[config.mk]
export PLATFORM = sky130hd
export DESIGN_NAME = stair_detect
export DESIGN_NICKNAME = d
export VERILOG_FILES = /design/src/rtl/stair_detect.sv
export SDC_FILE = /design/constraint.sdc
export NUM_CORES = 1
export LEC_CHECK = 0
export BUFFER_PORTS_ARGS = -buffer_cell sky130_fd_sc_hd__buf_2
export CAP_MARGIN = 10
export CORE_AREA = 2 2 39 41
export DETAILED_ROUTE_END_ITERATION = 12
export DIE_AREA = 0 0 41 43
export GPL_ROUTABILITY_DRIVEN = 0
export MAX_ROUTING_LAYER = met4
export PLACE_DENSITY = 0.46
export RECOVER_POWER = 50
export SYNTH_ARGS = -nofsm -noshare
export SYNTH_HDL_FRONTEND = slang
export SYNTH_SLANG_ARGS = --single-unit
[constraint.sdc]
create_clock -name clk -period 1.74 [get_ports clk]
set_input_delay 0.087 -clock clk [delete_from_list [all_inputs] [get_ports clk]]
set_output_delay 0.087 -clock clk [all_outputs]
set_load 0.02 [all_outputs]
[src/rtl/stair_detect.sv]
// Staircase detector: tracks runs of symbols 1,1..,2,2..,..,N and flags entry into step N.
// Optional saturating hit counter is built only when STAIR_DETECT_HITCNT_EN is defined.
module stair_detect #(
    parameter int W  = 2,
    parameter int N  = 3,
    parameter int CW = 8
) (
    input  logic                     clk,
    input  logic                     rst_n,
    input  logic                     clr,
    input  logic                     in_valid,
    input  logic [W-1:0]             num,
    output logic                     ans,
    output logic                     hit,
    output logic [$clog2(N+1)-1:0]   step,
    output logic [CW-1:0]            hit_cnt
);

    localparam int SW = $clog2(N+1);
    localparam logic [SW-1:0] TOP_S = SW'(N);
    localparam logic [SW-1:0] PRE_S = SW'(N - 1);
    localparam logic [W-1:0]  TOP_W = W'(N);
    localparam logic [W-1:0]  ONE_W = W'(1);

    // Handshake: num is consumed on a rising edge only while in_valid=1; there is
    // no back-pressure, the detector accepts a symbol every cycle. clr overrides in_valid.

    logic [SW-1:0] step_q;
    logic [SW-1:0] step_nxt;
    logic          hit_q;
    logic          hit_nxt;
    logic [W-1:0]  step_w;

    assign step_w = W'(step_q);

    always_ff @(posedge clk or negedge rst_n) begin
        if (!rst_n) begin
            step_q <= '0;
            hit_q  <= 1'b0;
        end else begin
            step_q <= step_nxt;
            hit_q  <= hit_nxt;
        end
    end

    // Restart on 1 wins over dwell/advance; anything unmatched drops to idle.
    always_comb begin
        step_nxt = step_q;
        hit_nxt  = 1'b0;
        if (clr) begin
            step_nxt = '0;
        end else if (in_valid) begin
            if (num == ONE_W) begin
                step_nxt = SW'(1);
            end else if (step_q != '0 && num == step_w) begin
                step_nxt = step_q;
            end else if (step_q != '0 && step_q != TOP_S && num == W'(step_w + ONE_W)) begin
                step_nxt = step_q + SW'(1);
            end else begin
                step_nxt = '0;
            end
            hit_nxt = (step_q == PRE_S) && (num == TOP_W);
        end
    end

    assign step = step_q;
    assign ans  = (step_q == TOP_S);
    assign hit  = hit_q;

`ifdef STAIR_DETECT_HITCNT_EN
    logic [CW-1:0] cnt_q;

    always_ff @(posedge clk or negedge rst_n) begin
        if (!rst_n) begin
            cnt_q <= '0;
        end else if (clr) begin
            cnt_q <= '0;
        end else if (hit_nxt && cnt_q != '1) begin
            cnt_q <= cnt_q + CW'(1);
        end
    end

    assign hit_cnt = cnt_q;
`else
    assign hit_cnt = '0;
`endif

endmodule

==> results.json, run 1 <==
{
  "status": "finished clean",
  "finalClockSkew_ns": 0.00755,
  "hold_violations": 0,
  "cts_sinks": 3,
  "p_comb_frac": 0.193,
  "antenna_found_initial": 0,
  "die_h_um": 43,
  "h-tree-depth": 1,
  "vias_per_cell": 3.77,
  "clkPwrFrac": 0.504,
  "grt_pass1_wl_um": 717,
  "power_density_nw_per_um2": 740,
  "cts_buffers": 3,
  "initial_core_util": 0.195,
  "rows": 14,
  "io_buffers": 9,
  "drv_slew": 0,
  "drcViolationCount": 0,
  "ys_warn_count": 0,
  "cp-start-kind": "flip-flop",
  "cp_data_required_time_ns": 1.86,
  "track_usage": 0.0646,
  "final_antenna_net_count": 0,
  "setup_tns_ns": 0,
  "yosysUniqueCellTypes": 16,
  "grt_pass1_vias": 207,
  "pwr-share-seq": 0.303,
  "dieArea_um2": 1760,
  "clk_latency_ns": 0.24,
  "internal-power_uw": 172,
  "maxCapViolCount": 0,
  "areaGrowthSynthToFinish_pct": 23.6,
  "n_antenna_cell": 0,
  "hold_class": "in -> reg",
  "synth_area_leaders": "dfrtp_1 (28%), buf_4 (22%), ha_1 (14%)",
  "nFillCells": 162,
  "multi_input_area_um2": 150,
  "io_pins": 18,
  "final_common_cell": "conb_1",
  "hold_ws_ns": 0.0386,
  "synth_top_area_frac": 0.278,
  "rsz0062_at_grt": "false",
  "die_w_um": 41,
  "power.leakage_nw": 0.179,
  "ff_latch_area_um2": 75.1,
  "grt.overflow.total": 0,
  "period_share": 0.831,
  "synthCells": 28,
  "first_pass_iters": 1,
  "clk_path_buf_depth": 2,
  "root_buffer": "clkbuf_4",
  "wirelength_um": 501,
  "fin_crit_ns": 1.45,
  "clk_pin_slew_ns": 0.04,
  "end_kind": "flip-flop",
  "tritoncts": "yes",
  "syn_area_um2": 270,
  "drt_first_iter_violations": 0,
  "fin_nets": 51,
  "drive_gt1_frac": 0.268,
  "hpwl_um": 427,
  "crit_arrival_ns": 1.57,
  "path_class": "reg -> reg",
  "layout.cells.non_filler": 57,
  "final_cell_mix": "conb_1 (8), buf_2 (6), clkbuf_1 (4)",
  "synth-seq-area-share": 0.278,
  "vias": 215,
  "synth_area_per_cell_um2": 9.65,
  "ir_worst_vdd_uv": 97.5,
  "max_freq_mhz": 692,
  "finalSetupViolCount": 0,
  "coreArea_um2": 1380,
  "grt_max_degree": 6,
  "post-cts-setup-buffers": 0,
  "wl_per_cell_um": 8.79,
  "swShare": 0.302,
  "place_inst": 52,
  "yosysTopAreaCell": "dfrtp_1",
  "p_sw_uw": 74.6,
  "cp_max_fo": 5,
  "synth_seq_cells": 3
}
-- cells in the mapped netlist, drive strengths merged --
cell and count:
o31ai 1, and3 1, xor2 1, a2111oi 1, buf 8, nand3 1, ha 3, dfrtp 3
o31a 1, nor2b 1, conb 1, o21ai 1, inv 3, and3b 1, o2111a 1
-- logic make-up (layout without fill, tap and decap cells) --
| kind of cell | after synthesis | after routing | share of synthesized area |
|---|---|---|---|
| XOR/XNOR | 1 | 1 | 0.0324 |
| AO/OA/AOI/OAI | 5 | 5 | 0.176 |
| buffers and inverters | 11 | 17 | 0.264 |
| flip-flops | 3 | 3 | 0.278 |
| other | 1 | 8 | 0.0139 |
| AND/OR/NAND/NOR | 4 | 4 | 0.0972 |
| adder cells (fa/ha/maj) | 3 | 3 | 0.139 |
-- final timing paths --
path	from	end	slack, ns	cells past startpoint
min in group asynchronous	rst_n	step[0]$_DFFE_PN0P_	0.19	2
max reg2reg	step[0]$_DFFE_PN0P_	step[0]$_DFFE_PN0P_	0.29	4
max in group asynchronous	rst_n	hit$_DFF_PN0_	1.38	2
min reg2reg	step[1]$_DFFE_PN0P_	step[1]$_DFFE_PN0P_	0.62	2
max	step[0]$_DFFE_PN0P_	step[0]$_DFFE_PN0P_	0.29	4
min	clr	step[0]$_DFFE_PN0P_	0.04	2
-- power groups by stage --
stage                     Clock, mW  Combinational (mW)  Sequential, mW
after floorplan                   0              0.0436          0.0779
after global placement            0              0.0471          0.0757
after detailed placement          0              0.0465          0.0758
after CTS                     0.130              0.0485          0.0749
after global routing          0.137              0.0523          0.0753
final                         0.125              0.0476          0.0749
-- critical path, cell delays in order, from the launching register on --
cell	delay, ns
dfrtp_1	0.41
inv_1	0.11
ha_1	0.22
o2111a_1	0.24
a2111oi_2	0.34
-- sequential cells by signal, summed over array words and instances (netlist names) --
| name | cells |
|---|---|
| step | 2 |
| hit | 1 |
-- metal layers --
metal,up-vias,global-route usage,share of wire
met5,-,-,0
met4,0,0.0600,0
met3,0,0.0157,0.084
met2,11,0.106,0.54
met1,98,0.0541,0.37
li1,106,-,-
-- layout make-up --
cell class / instances / share of cell area
clock buffer: 4 / 0.0787
inverter: 3 / 0.0337
multi-input combinational: 21 / 0.449
sequential: 3 / 0.225
tap: 16 / 0.0599
timing repair buffer: 10 / 0.154
-- metrics by stage --
stage	setup WS (ns)	utilization	area (µm²)	power [mW]
after global placement	0.322	0.218	302	0.123
after CTS	0.287	0.244	338	0.253
after global routing	0.202	0.241	334	0.264
after floorplan	0.254	-	297	0.121
final	0.294	0.241	334	0.247
after detailed placement	0.295	0.218	302	0.122
-- timing repair --
action                    4_1_cts  5_1_grt
hold buffers                    1        0
resized for setup               0        0
hold endpoints to repair        3        0
No activity file was read; power rests on OpenSTA's default activity.
==> inputs of run 2 (changes only) <==
- PLACE_DENSITY: 0.46 -> 0.47
- clock period: 1.74 -> 1.3 ns (I/O delays scaled with it)
==> run 2 against run 1 <==
  * Fmax up 17%
  * Via count up 3.3%
  * Count of clock-buffer cells in the layout unchanged
  * Final area up 11%
  * Final cell count up 3.5%
==> results.json, run 2 (synthesis results as in run 1) <==
{
  "grt.overflow.total": 0,
  "p_sw_uw": 99.1,
  "status": "finished clean",
  "nFillCells": 146,
  "ff_latch_area_um2": 77.6,
  "tritoncts": "yes",
  "wl_per_cell_um": 9.41,
  "track_usage": 0.0772,
  "cts_sinks": 3,
  "cts_buffers": 3,
  "hold_ws_ns": 0.0383,
  "io_buffers": 9,
  "drcViolationCount": 0,
  "crit_arrival_ns": 1.37,
  "antenna_found_initial": 0,
  "cp_max_fo": 4,
  "final_common_cell": "conb_1",
  "initial_core_util": 0.195,
  "drt_first_iter_violations": 3,
  "n_antenna_cell": 0,
  "power.leakage_nw": 0.194,
  "rsz0062_at_grt": "true",
  "dieArea_um2": 1760,
  "grt_max_degree": 6,
  "power_density_nw_per_um2": 911,
  "grt_pass1_wl_um": 807,
  "cpPeakStageDelay_ns": 0.40,
  "maxCapViolCount": 0,
  "vias_per_cell": 3.76,
  "setup_slack_ns": 0.0634,
  "clk_pin_slew_ns": 0.04,
  "place_inst": 53,
  "root_buffer": "clkbuf_4",
  "fin_crit_ns": 1.24,
  "coreArea_um2": 1380,
  "areaGrowthSynthToFinish_pct": 37.0,
  "cp_cell_sequence": "buf_4 -> xor2_1 -> o31a_1 -> o31ai_2",
  "cp-start-kind": "flip-flop",
  "finalSetupViolCount": 0,
  "p_comb_frac": 0.227,
  "vias": 222,
  "pre_cts_slack_ns": -0.0295,
  "grt_pass1_vias": 195,
  "clkPwrFrac": 0.480,
  "wirelength_um": 555,
  "h-tree-depth": 1,
  "hold_violations": 0,
  "path_class": "reg -> reg",
  "max_freq_mhz": 809,
  "cp_data_required_time_ns": 1.44,
  "cp_top_family": "compound AO/OA/AOI/OAI gates",
  "io_pins": 18,
  "end_kind": "flip-flop",
  "first_pass_iters": 2,
  "cp_num_buf_inv": 1,
  "rows": 14,
  "clk_latency_ns": 0.23,
  "finalClockSkew_ns": 0.00168,
  "setup_tns_ns": 0,
  "largest_reg_flops": 2,
  "final_cell_mix": "conb_1 (8), buf_2 (7), clkbuf_4 (3), clkbuf_1 (3)",
  "drive_gt1_frac": 0.442,
  "internal-power_uw": 238,
  "fin_nets": 53,
  "swShare": 0.294,
  "p_total_uw": 337,
  "ir_worst_vdd_uv": 216,
  "final_antenna_net_count": 0,
  "hold_class": "in -> reg",
  "layout.cells.non_filler": 59,
  "die_w_um": 41,
  "cp_slowest_cell": "dfrtp_2",
  "die_h_um": 43,
  "multi_input_area_um2": 168,
  "pwr-share-seq": 0.293,
  "drv_slew": 0,
  "clk_path_buf_depth": 2,
  "period_share": 0.951
}
==> run 2: cell count changes in the layout (fill, tap and decap cells not counted) <==
cell and change:
buf_4 +2, dfrtp_1 -2, dfrtp_2 +2, buf_2 +1, clkbuf_1 -1, ha_1 -1, ha_4 +1, inv_1 -1
inv_2 +1, o31ai_1 -1, o31ai_2 +1
==> run 2: final timing paths <==
check | cells past startpoint | startpoint | end | slack (ns)
setup / recovery | 4 | step[0]$_DFFE_PN0P_ | step[1]$_DFFE_PN0P_ | 0.06
hold / removal | 2 | clr | step[0]$_DFFE_PN0P_ | 0.04
setup reg to reg | 4 | step[0]$_DFFE_PN0P_ | step[1]$_DFFE_PN0P_ | 0.06
hold reg to reg | 2 | step[1]$_DFFE_PN0P_ | step[1]$_DFFE_PN0P_ | 0.60
max in group asynchronous | 2 | rst_n | step[1]$_DFFE_PN0P_ | 0.95
min in group asynchronous | 2 | rst_n | step[0]$_DFFE_PN0P_ | 0.18
==> run 2: power groups by stage <==
stage	clock network, mW	logic, mW	registers [mW]
after CTS	0.171	0.0759	0.0989
after global placement	0	0.0694	0.102
after floorplan	0	0.0617	0.105
after global routing	0.180	0.0846	0.0992
final	0.162	0.0766	0.0990
after detailed placement	0	0.0678	0.102
==> run 2: cell type report <==
cell class / count / share of cell area
clock buffer: 4 / 0.0709
timing repair buffer: 12 / 0.182
inverter: 3 / 0.0304
sequential: 3 / 0.209
multi-input combinational: 21 / 0.453
tap: 16 / 0.0541
==> run 2: metrics by stage <==
step                cell area, µm²  utilization
floorplan                      312            -
global placement               324        0.234
detailed placement             324        0.234
CTS                            368        0.266
global route                   370        0.268
finish                         370        0.268
==> run 2: what timing repair did <==
| item | CTS | global route |
|---|---|---|
| buffers inserted | 1 | 0 |
| hold buffers | 1 | 0 |
| resized for setup | 0 | 1 |
| pin swaps | 0 | 1 |
| endpoints found under the hold margin | 3 | 0 |
| setup endpoints to repair | 1 | 2 |
==> run 2: per-layer routing <==
layer	wire length, µm	track usage
met1	228	0.0804
met2	256	0.100
met3	70	0.0314
met4	0	0.0800
met5	0	-
==> inputs of run 3 (changes only) <==
==> constraint.sdc (replaced) <==
create_clock -name clk -period 1.3 [get_ports clk]
set_input_delay 0.065 -clock clk [delete_from_list [all_inputs] [get_ports clk]]
set_output_delay 0.065 -clock clk [all_outputs]
set_load 0.05 [all_outputs]
==> run 3 against run 2 <==
  * Sequential power rose by 0.8%
  * Register-to-register slack barely moved
  * Non-clock buffer count rose by 1
  * Largest power group unchanged
  * Combinational power rose by 49%
  * Clock power barely moved
  * Critical path depth did not move
==> results.json, run 3 (synthesis results as in run 1) <==
{
  "max_freq_mhz": 810,
  "place_inst": 55,
  "fin_nets": 54,
  "grt_pass1_wl_um": 710,
  "layout.cells.non_filler": 60,
  "grt_max_degree": 6,
  "clk_path_buf_depth": 2,
  "io_buffers": 9,
  "hold_class": "in -> reg",
  "final_cell_mix": "conb_1 (8), buf_2 (6), clkbuf_4 (3), clkbuf_1 (3), buf_4 (3)",
  "reg2reg_setup_slack_ns": 0.07,
  "hpwl_um": 400,
  "path_class": "reg -> reg",
  "cp_max_fo": 4,
  "status": "finished clean",
  "pwr-share-seq": 0.265,
  "hold_path_end": "step[0]$_DFFE_PN0P_",
  "drt_first_iter_violations": 0,
  "tightest_slew_ns": 0.601,
  "rr_endpoint": "step[1]$_DFFE_PN0P_",
  "p_total_uw": 377,
  "fin_crit_ns": 1.23,
  "worstHoldStart": "clr",
  "finalClockSkew_ns": 0.000826,
  "p_sw_uw": 137,
  "r2r_start": "step[0]$_DFFE_PN0P_",
  "ff_latch_area_um2": 77.6,
  "antenna_found_initial": 0,
  "post-cts-setup-buffers": 0,
  "wl_per_cell_um": 8.27,
  "track_usage": 0.0689,
  "h-tree-depth": 1,
  "final_antenna_net_count": 0,
  "areaGrowthSynthToFinish_pct": 39.8,
  "swShare": 0.363,
  "io_pins": 18,
  "cts_buffers": 3,
  "relSlewSlack": 0.601,
  "rsz0062_at_grt": "false",
  "reg2regPathDepth": 4,
  "p_comb_frac": 0.302,
  "vias": 221,
  "power_density_nw_per_um2": 998,
  "internal-power_uw": 240,
  "cp-start-kind": "flip-flop",
  "die_h_um": 43,
  "multi_input_area_um2": 168,
  "period_share": 0.949,
  "n_antenna_cell": 0,
  "drcViolationCount": 0,
  "largest_reg_flops": 2,
  "clkPwrFrac": 0.433,
  "hold_violations": 0,
  "drv_slew": 0,
  "cts_sinks": 3,
  "end_kind": "flip-flop",
  "vias_per_cell": 3.68,
  "crit_arrival_ns": 1.38,
  "first_pass_iters": 1,
  "grt.overflow.total": 0,
  "root_buffer": "clkbuf_4",
  "cp_cell_sequence": "buf_4 -> xor2_1 -> o31a_1 -> o31ai_2",
  "clk_pin_slew_ns": 0.04,
  "clk_latency_ns": 0.23,
  "drive_gt1_frac": 0.455,
  "worstHoldPathCells": 2,
  "tritoncts": "yes",
  "cp_data_required_time_ns": 1.44,
  "cpPeakStageDelay_ns": 0.42,
  "rows": 14,
  "final_common_cell": "conb_1",
  "coreArea_um2": 1380,
  "maxCapViolCount": 0,
  "initial_core_util": 0.195,
  "dieArea_um2": 1760,
  "nFillCells": 148,
  "power.leakage_nw": 0.198,
  "finalSetupViolCount": 0,
  "cp_slowest_cell": "dfrtp_2",
  "wirelength_um": 496,
  "die_w_um": 41,
  "grt_pass1_vias": 183,
  "ir_worst_vdd_uv": 255
}
## run 3: cell count changes in the layout (fill, tap and decap cells not counted), sizes merged
cell / previous run / this run
clkbuf: 6 / 7
## run 3: repair_timing
action	4_1_cts	5_1_grt
gates resized for setup	0	1
endpoints found under the setup margin	0	2
hold buffers	1	0
hold endpoints to repair	3	0
## run 3: critical path: cells and delay by family, from the launching register on
| kind | cells | cell delay (ns) |
|---|---|---|
| XOR/XNOR | 1 | 0.17 |
| AO/OA/AOI/OAI | 2 | 0.41 |
| buffers and inverters | 1 | 0.15 |
| flip-flops | 1 | 0.42 |
## run 3: per-layer routing
metal,up-vias,global-route usage,share of wire
li1,111,-,-
met1,93,0.0836,0.45
met2,13,0.0719,0.38
met3,4,0.0157,0.11
met4,0,0.100,0.058
met5,-,-,0
## run 3: worst max path at each step
stage / end / depth (start not counted) / from / slack [ns]
global placement: step[1]$_DFFE_PN0P_ / 4 / step[0]$_DFFE_PN0P_ / 0.02
global route: step[1]$_DFFE_PN0P_ / 4 / step[0]$_DFFE_PN0P_ / 0.01
floorplan: step[0]$_DFFE_PN0P_ / 4 / step[0]$_DFFE_PN0P_ / -0.15
finish: step[1]$_DFFE_PN0P_ / 4 / step[0]$_DFFE_PN0P_ / 0.07
CTS: step[0]$_DFFE_PN0P_ / 4 / step[0]$_DFFE_PN0P_ / 0.05
detailed placement: step[0]$_DFFE_PN0P_ / 4 / step[0]$_DFFE_PN0P_ / 0.06
## run 3: area by class of cell
cell class,count,share of cell area
multi-input cells,21,0.444
flip-flops and latches,3,0.205
clock buffers,4,0.0695
repair buffers,13,0.199
well taps,16,0.0530
inverters,3,0.0298
## run 3: per-stage QoR
stage | area, µm² | hold WS (ns) | utilization | TNS [ns] | setup slack, ns
floorplan | 312 | -0.231 | - | -0.183 | -0.151
global placement | 339 | -0.135 | 0.245 | 0 | 0.0183
detailed placement | 339 | -0.133 | 0.245 | 0 | 0.0576
CTS | 375 | 0.0161 | 0.271 | 0 | 0.0452
global route | 378 | 0.0407 | 0.273 | 0 | 0.0105
finish | 378 | 0.0452 | 0.273 | 0 | 0.0660
## run 3: power groups by stage
stage | combinational [mW] | clock [mW] | sequential, mW
floorplan | 0.0921 | 0 | 0.111
global placement | 0.111 | 0 | 0.101
detailed placement | 0.110 | 0 | 0.101
CTS | 0.112 | 0.169 | 0.0997
global route | 0.121 | 0.181 | 0.100
finish | 0.114 | 0.163 | 0.0998
